`config.mk`:
```
export PLATFORM = sky130hd
export DESIGN_NAME = fractal_sync_mp_rsp
export DESIGN_NICKNAME = d
export VERILOG_FILES = /design/src/rtl/fractal_sync_pkg.sv /design/src/rtl/fractal_sync_mp_rsp_chk.sv /design/src/rtl/fractal_sync_mp_rsp_line.sv /design/src/rtl/fractal_sync_mp_rsp.sv
export SDC_FILE = /design/constraint.sdc
export NUM_CORES = 1
export LEC_CHECK = 0
export ABC_AREA = 1
export CORE_UTILIZATION = 40
export CTS_BUF_LIST = sky130_fd_sc_hd__clkbuf_8 sky130_fd_sc_hd__clkbuf_16
export DETAILED_ROUTE_END_ITERATION = 10
export GPL_ROUTABILITY_DRIVEN = 0
export SLEW_MARGIN = 10
export SYNTH_ARGS = -nofsm -noshare
export SYNTH_HDL_FRONTEND = slang
export SYNTH_SLANG_ARGS = --single-unit
```
`constraint.sdc`:
```
create_clock -name clk_i -period 2.2 [get_ports clk_i]
set_input_delay 0.33 -clock clk_i [delete_from_list [all_inputs] [get_ports clk_i]]
set_output_delay 0.33 -clock clk_i [all_outputs]
set_load 0.02 [all_outputs]
```
`src/rtl/fractal_sync_pkg.sv`:
```
// Shared types and helpers for the fractal sync multi-port responder.
//   fractal_sync_rsp_state_e : per-port handshake state (IDLE, WAIT, RSP)
//   popcnt_width(n)          : bits needed to hold a count from 0 to n
package fractal_sync_pkg;

  typedef enum logic [1:0] {
    IDLE = 2'd0,
    WAIT = 2'd1,
    RSP  = 2'd2
  } fractal_sync_rsp_state_e;

  function automatic int unsigned popcnt_width(input int unsigned n);
    return $clog2(n + 32'd1);
  endfunction

endpackage

```
`src/rtl/fractal_sync_mp_rsp_chk.sv`:
```
// Parameter and run-time sanity checks for the sync responder.
//   clk, rst_n : clock, asynchronous active-low reset
//   alloc_fail : an unpaired request found no free CAM line this cycle
module fractal_sync_mp_rsp_chk #(
  parameter int unsigned N_PORTS = 2,
  parameter int unsigned N_LINES = 2
) (
  input logic clk,
  input logic rst_n,
  input logic alloc_fail
);

  if (N_PORTS < 2) begin : g_bad_ports
    $fatal(1, "fractal_sync_mp_rsp: N_PORTS must be at least 2");
  end

  if (N_LINES < N_PORTS) begin : g_bad_lines
    $fatal(1, "fractal_sync_mp_rsp: N_LINES must be at least N_PORTS");
  end

  // With one outstanding request per port and N_LINES >= N_PORTS this can
  // only fire if the occupancy bookkeeping is broken.
  a_alloc_ok: assert property (@(posedge clk) disable iff (!rst_n) !alloc_fail)
    else $error("fractal_sync_mp_rsp: no free CAM line for an unpaired request");

endmodule

```
`src/rtl/fractal_sync_mp_rsp_line.sv`:
```
// One CAM line of the sync responder. It parks the signature and origin port
// of an unpaired request and compares its signature against every port.
//   clk, rst_n    : clock, asynchronous active-low reset
//   alloc         : park alloc_sig / alloc_origin in this line (line is free)
//   release_line  : invalidate the line (its pair has completed)
//   cmp_sig       : per-port request signatures to compare against
//   valid, origin : line occupancy and the parked port index
//   match         : per-port hit (valid and signature equal)
module fractal_sync_mp_rsp_line #(
  parameter int unsigned SIG_WIDTH = 1,
  parameter int unsigned N_PORTS   = 2,
  parameter int unsigned IDX_WIDTH = 1
) (
  input  logic                 clk,
  input  logic                 rst_n,
  input  logic                 alloc,
  input  logic [SIG_WIDTH-1:0] alloc_sig,
  input  logic [IDX_WIDTH-1:0] alloc_origin,
  input  logic                 release_line,
  input  logic [SIG_WIDTH-1:0] cmp_sig [N_PORTS],
  output logic                 valid,
  output logic [IDX_WIDTH-1:0] origin,
  output logic [N_PORTS-1:0]   match
);

  logic [SIG_WIDTH-1:0] sig_q;

  // Line storage: allocation and release are mutually exclusive by construction
  // (alloc only targets free lines, release only hits valid ones).
  always_ff @(posedge clk or negedge rst_n) begin
    if (!rst_n) begin
      valid  <= 1'b0;
      sig_q  <= '0;
      origin <= '0;
    end else if (alloc) begin
      valid  <= 1'b1;
      sig_q  <= alloc_sig;
      origin <= alloc_origin;
    end else if (release_line) begin
      valid  <= 1'b0;
    end else begin
      valid  <= valid;
    end
  end

  // Per-port signature comparison against the parked entry.
  always_comb begin
    match = '0;
    for (int unsigned p = 0; p < N_PORTS; p++) begin
      match[p] = valid && (sig_q == cmp_sig[p]);
    end
  end

endmodule

```
`src/rtl/fractal_sync_mp_rsp.sv`:
```
// Multi-port pairwise sync responder. The first request for a signature is
// parked in a CAM line; the second request with the same signature frees the
// line and both participants get a response carrying that signature.
//   clk_i, rst_ni       : clock, asynchronous active-low reset
//   req_valid_i/ready_o : per-port request handshake, ready only in IDLE
//   req_sig_i           : per-port request signature
//   rsp_valid_o/ready_i : per-port response handshake, valid only in RSP
//   rsp_sig_o           : signature of the completed pair, stable while valid
//   busy_lines_o        : number of occupied CAM lines
module fractal_sync_mp_rsp
  import fractal_sync_pkg::*;
#(
  parameter int unsigned SIG_WIDTH = 1,
  parameter int unsigned N_PORTS   = 2,
  parameter int unsigned N_LINES   = 2
) (
  input  logic                              clk_i,
  input  logic                              rst_ni,
  input  logic [N_PORTS-1:0]                req_valid_i,
  input  logic [SIG_WIDTH-1:0]              req_sig_i [N_PORTS],
  output logic [N_PORTS-1:0]                req_ready_o,
  output logic [N_PORTS-1:0]                rsp_valid_o,
  output logic [SIG_WIDTH-1:0]              rsp_sig_o [N_PORTS],
  input  logic [N_PORTS-1:0]                rsp_ready_i,
  output logic [popcnt_width(N_LINES)-1:0]  busy_lines_o
);

  localparam int unsigned IDX_WIDTH = (N_PORTS > 1) ? $clog2(N_PORTS) : 1;
  localparam int unsigned CNT_WIDTH = popcnt_width(N_LINES);

  fractal_sync_rsp_state_e state_q [N_PORTS];
  fractal_sync_rsp_state_e state_d [N_PORTS];
  logic [SIG_WIDTH-1:0]    rsp_sig_q [N_PORTS];
  logic [SIG_WIDTH-1:0]    rsp_sig_d [N_PORTS];

  logic [N_LINES-1:0]   line_valid;
  logic [IDX_WIDTH-1:0] line_origin [N_LINES];
  logic [N_PORTS-1:0]   line_match [N_LINES];
  logic [N_LINES-1:0]   line_alloc;
  logic [SIG_WIDTH-1:0] line_alloc_sig [N_LINES];
  logic [IDX_WIDTH-1:0] line_alloc_origin [N_LINES];
  logic [N_LINES-1:0]   line_consumed;

  logic [N_PORTS-1:0]   accepted;
  logic [N_PORTS-1:0]   paired;
  logic [N_PORTS-1:0]   allocated;
  logic [N_PORTS-1:0]   woken;
  logic [SIG_WIDTH-1:0] wake_sig [N_PORTS];
  logic                 alloc_fail;

  logic [CNT_WIDTH-1:0] busy_q;
  logic [CNT_WIDTH-1:0] busy_d;

  for (genvar l = 0; l < N_LINES; l++) begin : g_line
    fractal_sync_mp_rsp_line #(
      .SIG_WIDTH (SIG_WIDTH),
      .N_PORTS   (N_PORTS),
      .IDX_WIDTH (IDX_WIDTH)
    ) u_line (
      .clk          (clk_i),
      .rst_n        (rst_ni),
      .alloc        (line_alloc[l]),
      .alloc_sig    (line_alloc_sig[l]),
      .alloc_origin (line_alloc_origin[l]),
      .release_line (line_consumed[l]),
      .cmp_sig      (req_sig_i),
      .valid        (line_valid[l]),
      .origin       (line_origin[l]),
      .match        (line_match[l])
    );
  end

  fractal_sync_mp_rsp_chk #(
    .N_PORTS (N_PORTS),
    .N_LINES (N_LINES)
  ) u_chk (
    .clk        (clk_i),
    .rst_n      (rst_ni),
    .alloc_fail (alloc_fail)
  );

  // Match resolution. Pairing is decided first in ascending port order (CAM hit
  // on the lowest line, else the lowest still-unpaired earlier port); only the
  // ports left unpaired then take free lines, so a port that gets paired by a
  // later port in the same cycle never consumes a line.
  always_comb begin
    logic found;
    line_consumed = '0;
    line_alloc    = '0;
    paired        = '0;
    allocated     = '0;
    woken         = '0;
    alloc_fail    = 1'b0;
    found         = 1'b0;
    for (int unsigned p = 0; p < N_PORTS; p++) begin
      accepted[p] = req_valid_i[p] && (state_q[p] == IDLE);
      wake_sig[p] = '0;
    end
    for (int unsigned l = 0; l < N_LINES; l++) begin
      line_alloc_sig[l]    = '0;
      line_alloc_origin[l] = '0;
    end

    for (int unsigned i = 0; i < N_PORTS; i++) begin
      if (accepted[i]) begin
        for (int unsigned l = 0; l < N_LINES; l++) begin
          if (!paired[i] && line_valid[l] && !line_consumed[l] && line_match[l][i]) begin
            line_consumed[l]          = 1'b1;
            paired[i]                 = 1'b1;
            woken[line_origin[l]]     = 1'b1;
            wake_sig[line_origin[l]]  = req_sig_i[i];
          end else begin
            line_consumed[l] = line_consumed[l];
          end
        end
        for (int unsigned j = 0; j < N_PORTS; j++) begin
          if (!paired[i] && (j < i) && accepted[j] && !paired[j] &&
              (req_sig_i[j] == req_sig_i[i])) begin
            paired[i] = 1'b1;
            paired[j] = 1'b1;
          end else begin
            paired[i] = paired[i];
          end
        end
      end else begin
        paired[i] = 1'b0;
      end
    end

    // Lines that were valid at cycle start are never free here, so a line
    // released this cycle only becomes allocatable next cycle.
    for (int unsigned i = 0; i < N_PORTS; i++) begin
      if (accepted[i] && !paired[i]) begin
        found = 1'b0;
        for (int unsigned l = 0; l < N_LINES; l++) begin
          if (!found && !line_valid[l] && !line_alloc[l]) begin
            line_alloc[l]        = 1'b1;
            line_alloc_sig[l]    = req_sig_i[i];
            line_alloc_origin[l] = IDX_WIDTH'(i);
            found                = 1'b1;
          end else begin
            found = found;
          end
        end
        allocated[i] = found;
        if (!found) begin
          alloc_fail = 1'b1;
        end else begin
          alloc_fail = alloc_fail;
        end
      end else begin
        allocated[i] = 1'b0;
      end
    end
  end

  // Per-port FSM next state and response signature capture.
  always_comb begin
    for (int unsigned p = 0; p < N_PORTS; p++) begin
      state_d[p]   = state_q[p];
      rsp_sig_d[p] = rsp_sig_q[p];
      case (state_q[p])
        IDLE: begin
          if (accepted[p] && paired[p]) begin
            state_d[p]   = RSP;
            rsp_sig_d[p] = req_sig_i[p];
          end else if (allocated[p]) begin
            state_d[p] = WAIT;
          end else begin
            state_d[p] = IDLE;
          end
        end
        WAIT: begin
          if (woken[p]) begin
            state_d[p]   = RSP;
            rsp_sig_d[p] = wake_sig[p];
          end else begin
            state_d[p] = WAIT;
          end
        end
        RSP: begin
          if (rsp_ready_i[p]) begin
            state_d[p] = IDLE;
          end else begin
            state_d[p] = RSP;
          end
        end
        default: begin
          state_d[p] = IDLE;
        end
      endcase
    end
  end

  // Occupancy after this edge: surviving lines plus fresh allocations.
  always_comb begin
    busy_d = '0;
    for (int unsigned l = 0; l < N_LINES; l++) begin
      if (line_alloc[l] || (line_valid[l] && !line_consumed[l])) begin
        busy_d = busy_d + CNT_WIDTH'(1'b1);
      end else begin
        busy_d = busy_d;
      end
    end
  end

  // State, response signature and occupancy registers.
  always_ff @(posedge clk_i or negedge rst_ni) begin
    if (!rst_ni) begin
      for (int unsigned p = 0; p < N_PORTS; p++) begin
        state_q[p]   <= IDLE;
        rsp_sig_q[p] <= '0;
      end
      busy_q <= '0;
    end else begin
      for (int unsigned p = 0; p < N_PORTS; p++) begin
        state_q[p]   <= state_d[p];
        rsp_sig_q[p] <= rsp_sig_d[p];
      end
      busy_q <= busy_d;
    end
  end

  // Handshake outputs decode the registered state only.
  always_comb begin
    for (int unsigned p = 0; p < N_PORTS; p++) begin
      req_ready_o[p] = (state_q[p] == IDLE);
      rsp_valid_o[p] = (state_q[p] == RSP);
      rsp_sig_o[p]   = rsp_sig_q[p];
    end
    busy_lines_o = busy_q;
  end

endmodule

```
==> impl_metrics.env <==
export IMPL_synth_edf_count=0
export IMPL_tns_ns=0
export IMPL_synth_top_area_share_pct=34.2
export IMPL_finalCritPeriodShare_pct=90.2
export IMPL_ant_nets=0
export IMPL_seq_power_share_pct=25.5
export IMPL_clockBufferDepth=2
export IMPL_wirelength_um=2550
export IMPL_max_cap_violations=0
export IMPL_n_antenna_cell=0
export IMPL_ys_types=29
export IMPL_synthFlopType="dfrtp_1"
export IMPL_dp_slack_ns=-0.142
export IMPL_die_area_um2=2770
export IMPL_hold_viol=0
export IMPL_timing_final_max_slew_violations=0
export IMPL_area_delta_synth_final_pct=35.8
export IMPL_yosysTopAreaCell="dfrtp_1"
export IMPL_drive_above_1_share_pct=27.5
export IMPL_min_path_type="primary input to async pin"
export IMPL_crit_path_end_kind="register"
export IMPL_synth_area_um2=1020
export IMPL_htreeDepth=1
export IMPL_post_route_util_pct=60.0
export IMPL_p_total_mw=1.92
export IMPL_tightest_slew_ns=0.677
export IMPL_path_cells="clkdlybuf4s50_1 -> buf_4 -> xor2_1 -> nor2_1 -> nand2_1 -> nand2_2 -> nor2_8 -> o21ai_2 -> o21ai_0 -> ha_1"
export IMPL_grt_usage_pct=23.0
export IMPL_first_iter_violations=8
export IMPL_fmax_mhz=504
export IMPL_seq_area_frac_synth_pct=34.2
export IMPL_p_switching_mw=0.877
export IMPL_hold_buffers=0
export IMPL_dp_cells=202
export IMPL_p_leak_nw=0.755
export IMPL_yosys_top_cells_area="dfrtp_1 34%, nand2_1 13%, inv_1 7.3%"
export IMPL_design_area_um2=1390
export IMPL_clock_sinks=14
export IMPL_yosys_top_cells_count="35 x nand2_1, 20 x inv_1, 14 x dfrtp_1"
export IMPL_num_fill_cells=221
export IMPL_cts_clk_slew_worst_paths_ns=0.06
export IMPL_cts_made_buffers=3
export IMPL_async_flop_share_pct=100
export IMPL_placed_cell_area_um2=1330
export IMPL_port_buffers=15
export IMPL_crit_slowest_cell="clkdlybuf4s50_1"
export IMPL_cts_tree="built"
export IMPL_p_sw_share_pct=45.8
export IMPL_clockPowerShare_pct=13.5
export IMPL_synthesis_instances=142
export IMPL_power_density_nw_per_um2=1380
export IMPL_whs_ns=0.492
export IMPL_combPwrFrac_pct=60.9
export IMPL_finalCriticalPeriod_ns=1.98
export IMPL_slew_headroom_pct=54.7
export IMPL_status="complete, no violations"
export IMPL_final_nets=188
export IMPL_dp_hpwl_um=2060
export IMPL_first_pass_iters=4
export IMPL_vias=1029
export IMPL_chipHeight_um=52.6
export IMPL_syn_nets=151
export IMPL_yosysMostFrequentCell="nand2_1"
export IMPL_rsz0062_at_grt="false"
export IMPL_yosysWarnings=0
export IMPL_synth_area_per_cell_um2=7.21
export IMPL_grt_pass1_wl_um=4510
export IMPL_grt_max_degree=15
export IMPL_final_cell_count_no_fill=206
export IMPL_post_cts_setup_buffers=0
export IMPL_antenna_found_initial=0
export IMPL_start_kind="primary input"
export IMPL_slowest_delay_ns=0.59
export IMPL_ir_worst_vdd_mv=0.840
export IMPL_cp_arrival_ns=2.12
export IMPL_root_buffer="clkbuf_8"
export IMPL_clock_skew_ns=0.000871
export IMPL_ys_ff_latch=14
export IMPL_setup_violations=0
export IMPL_fin_ws_ns=0.217
export IMPL_core_area_um2=2320
export IMPL_die_x_um=52.6
export IMPL_io_pins=16
export IMPL_gr_total_overflow=0
export IMPL_grt_pass1_vias=1045
export IMPL_wl_per_cell_um=12.4
export IMPL_crit_type="primary input to register"
export IMPL_viasPerCell=5.00
export IMPL_start_util_pct=44.1
export IMPL_row_count=17
export IMPL_drc=0
export IMPL_worstSkewPairLatency_ns=0.25
export IMPL_p_int_mw=1.04
export IMPL_cp_max_fo=4
export IMPL_required_ns=2.34
-- cell usage in the layout, fill, tap and decap left out, types with 2 or more instances in the layout --
cell type        instances
o211ai_1                 3
nand4_1                  3
inv_2                    5
inv_1                   20
o21ai_0                  7
nand3_1                 13
buf_4                   18
nor2_2                   3
nand2_4                  2
clkdlybuf4s50_1         14
xor2_1                   2
nand2_1                 35
clkbuf_8                 4
dfrtp_1                 14
nand2_2                  7
a21oi_1                  2
nand3_2                  4
nor2_1                   8
-- flip-flops by register name, indices dropped and copies added (netlist names) --
name	count
rsp_sig_o	2
busy_lines_o	2
state_q	4
g_line.u_line.origin	2
g_line.u_line.sig_q	2
g_line.u_line.valid	2
-- cell families (layout without fill, tap and decap cells) --
| kind of cell | after synthesis | count (layout) | synth area share, % |
|---|---|---|---|
| adders and majority gates | 1 | 1 | 1.22 |
| DFF | 14 | 14 | 34.2 |
| buffers and inverters | 28 | 64 | 11.2 |
| xor gates and xnor gates | 2 | 2 | 1.71 |
| AOI/OAI and AO/OA | 18 | 18 | 11.2 |
| and+or+nand+nor | 79 | 79 | 40.3 |
-- worst max-delay path: cells and delay by family --
| family | cells | cell delay (ns) |
|---|---|---|
| AO/OA/AOI/OAI | 2 | 0.15 |
| XOR/XNOR | 1 | 0.22 |
| adder cells (fa/ha/maj) | 1 | 0.25 |
| buffers and inverters | 2 | 0.75 |
| AND/OR/NAND/NOR | 4 | 0.41 |
-- what timing repair did --
| item | 4_1_cts | 5_1_grt |
|---|---|---|
| endpoints found under the setup margin | 0 | 1 |
| resized for setup | 0 | 1 |
| endpoints found under the hold margin | 0 | 0 |
-- cell type report --
type | instances | area [um^2] | share of cell area, %
tap | 28 | 35.0 | 2.52
inverter | 27 | 104 | 7.47
timing repair buffer | 33 | 288 | 20.7
clock buffer | 4 | 55.1 | 3.96
multi-input combinational | 100 | 558 | 40.1
sequential | 14 | 350 | 25.2
-- power groups by stage --
stage / clock network (mW) / registers (mW) / logic, mW
4_1_cts: 0.265 / 0.489 / 1.18
5_1_grt: 0.281 / 0.502 / 1.32
2_1_floorplan: 0 / 0.497 / 0.715
6_report: 0.259 / 0.489 / 1.17
3_5_place_dp: 0 / 0.493 / 1.17
3_3_place_gp: 0 / 0.490 / 1.15
-- per-layer routing --
metal / track usage [%] / wire length (um) / part of all wire (%)
met1: 28.3 / 1160 / 46
met2: 37.3 / 1180 / 46
met3: 5.22 / 132 / 5.2
met4: 11.0 / 74 / 2.9
met5: 0 / 0 / 0
-- worst paths after layout --
check / start / to / slack [ns] / depth (start not counted)
max in group asynchronous: rst_ni / g_line[0].u_line.origin / 1.28 / 1
worst min register to register: rsp_sig_o[1] / rsp_sig_o[1] / 0.51 / 2
min in group clk_i: req_sig_i[1] / g_line[1].u_line.sig_q / 0.51 / 3
worst max-delay path: req_sig_i[0] / busy_lines_o[0] / 0.22 / 10
worst max register to register: state_q[3] / busy_lines_o[0] / 0.32 / 12
worst min-delay path: rst_ni / g_line[1].u_line.sig_q / 0.49 / 1
No activity file was read; power rests on OpenSTA's default activity.
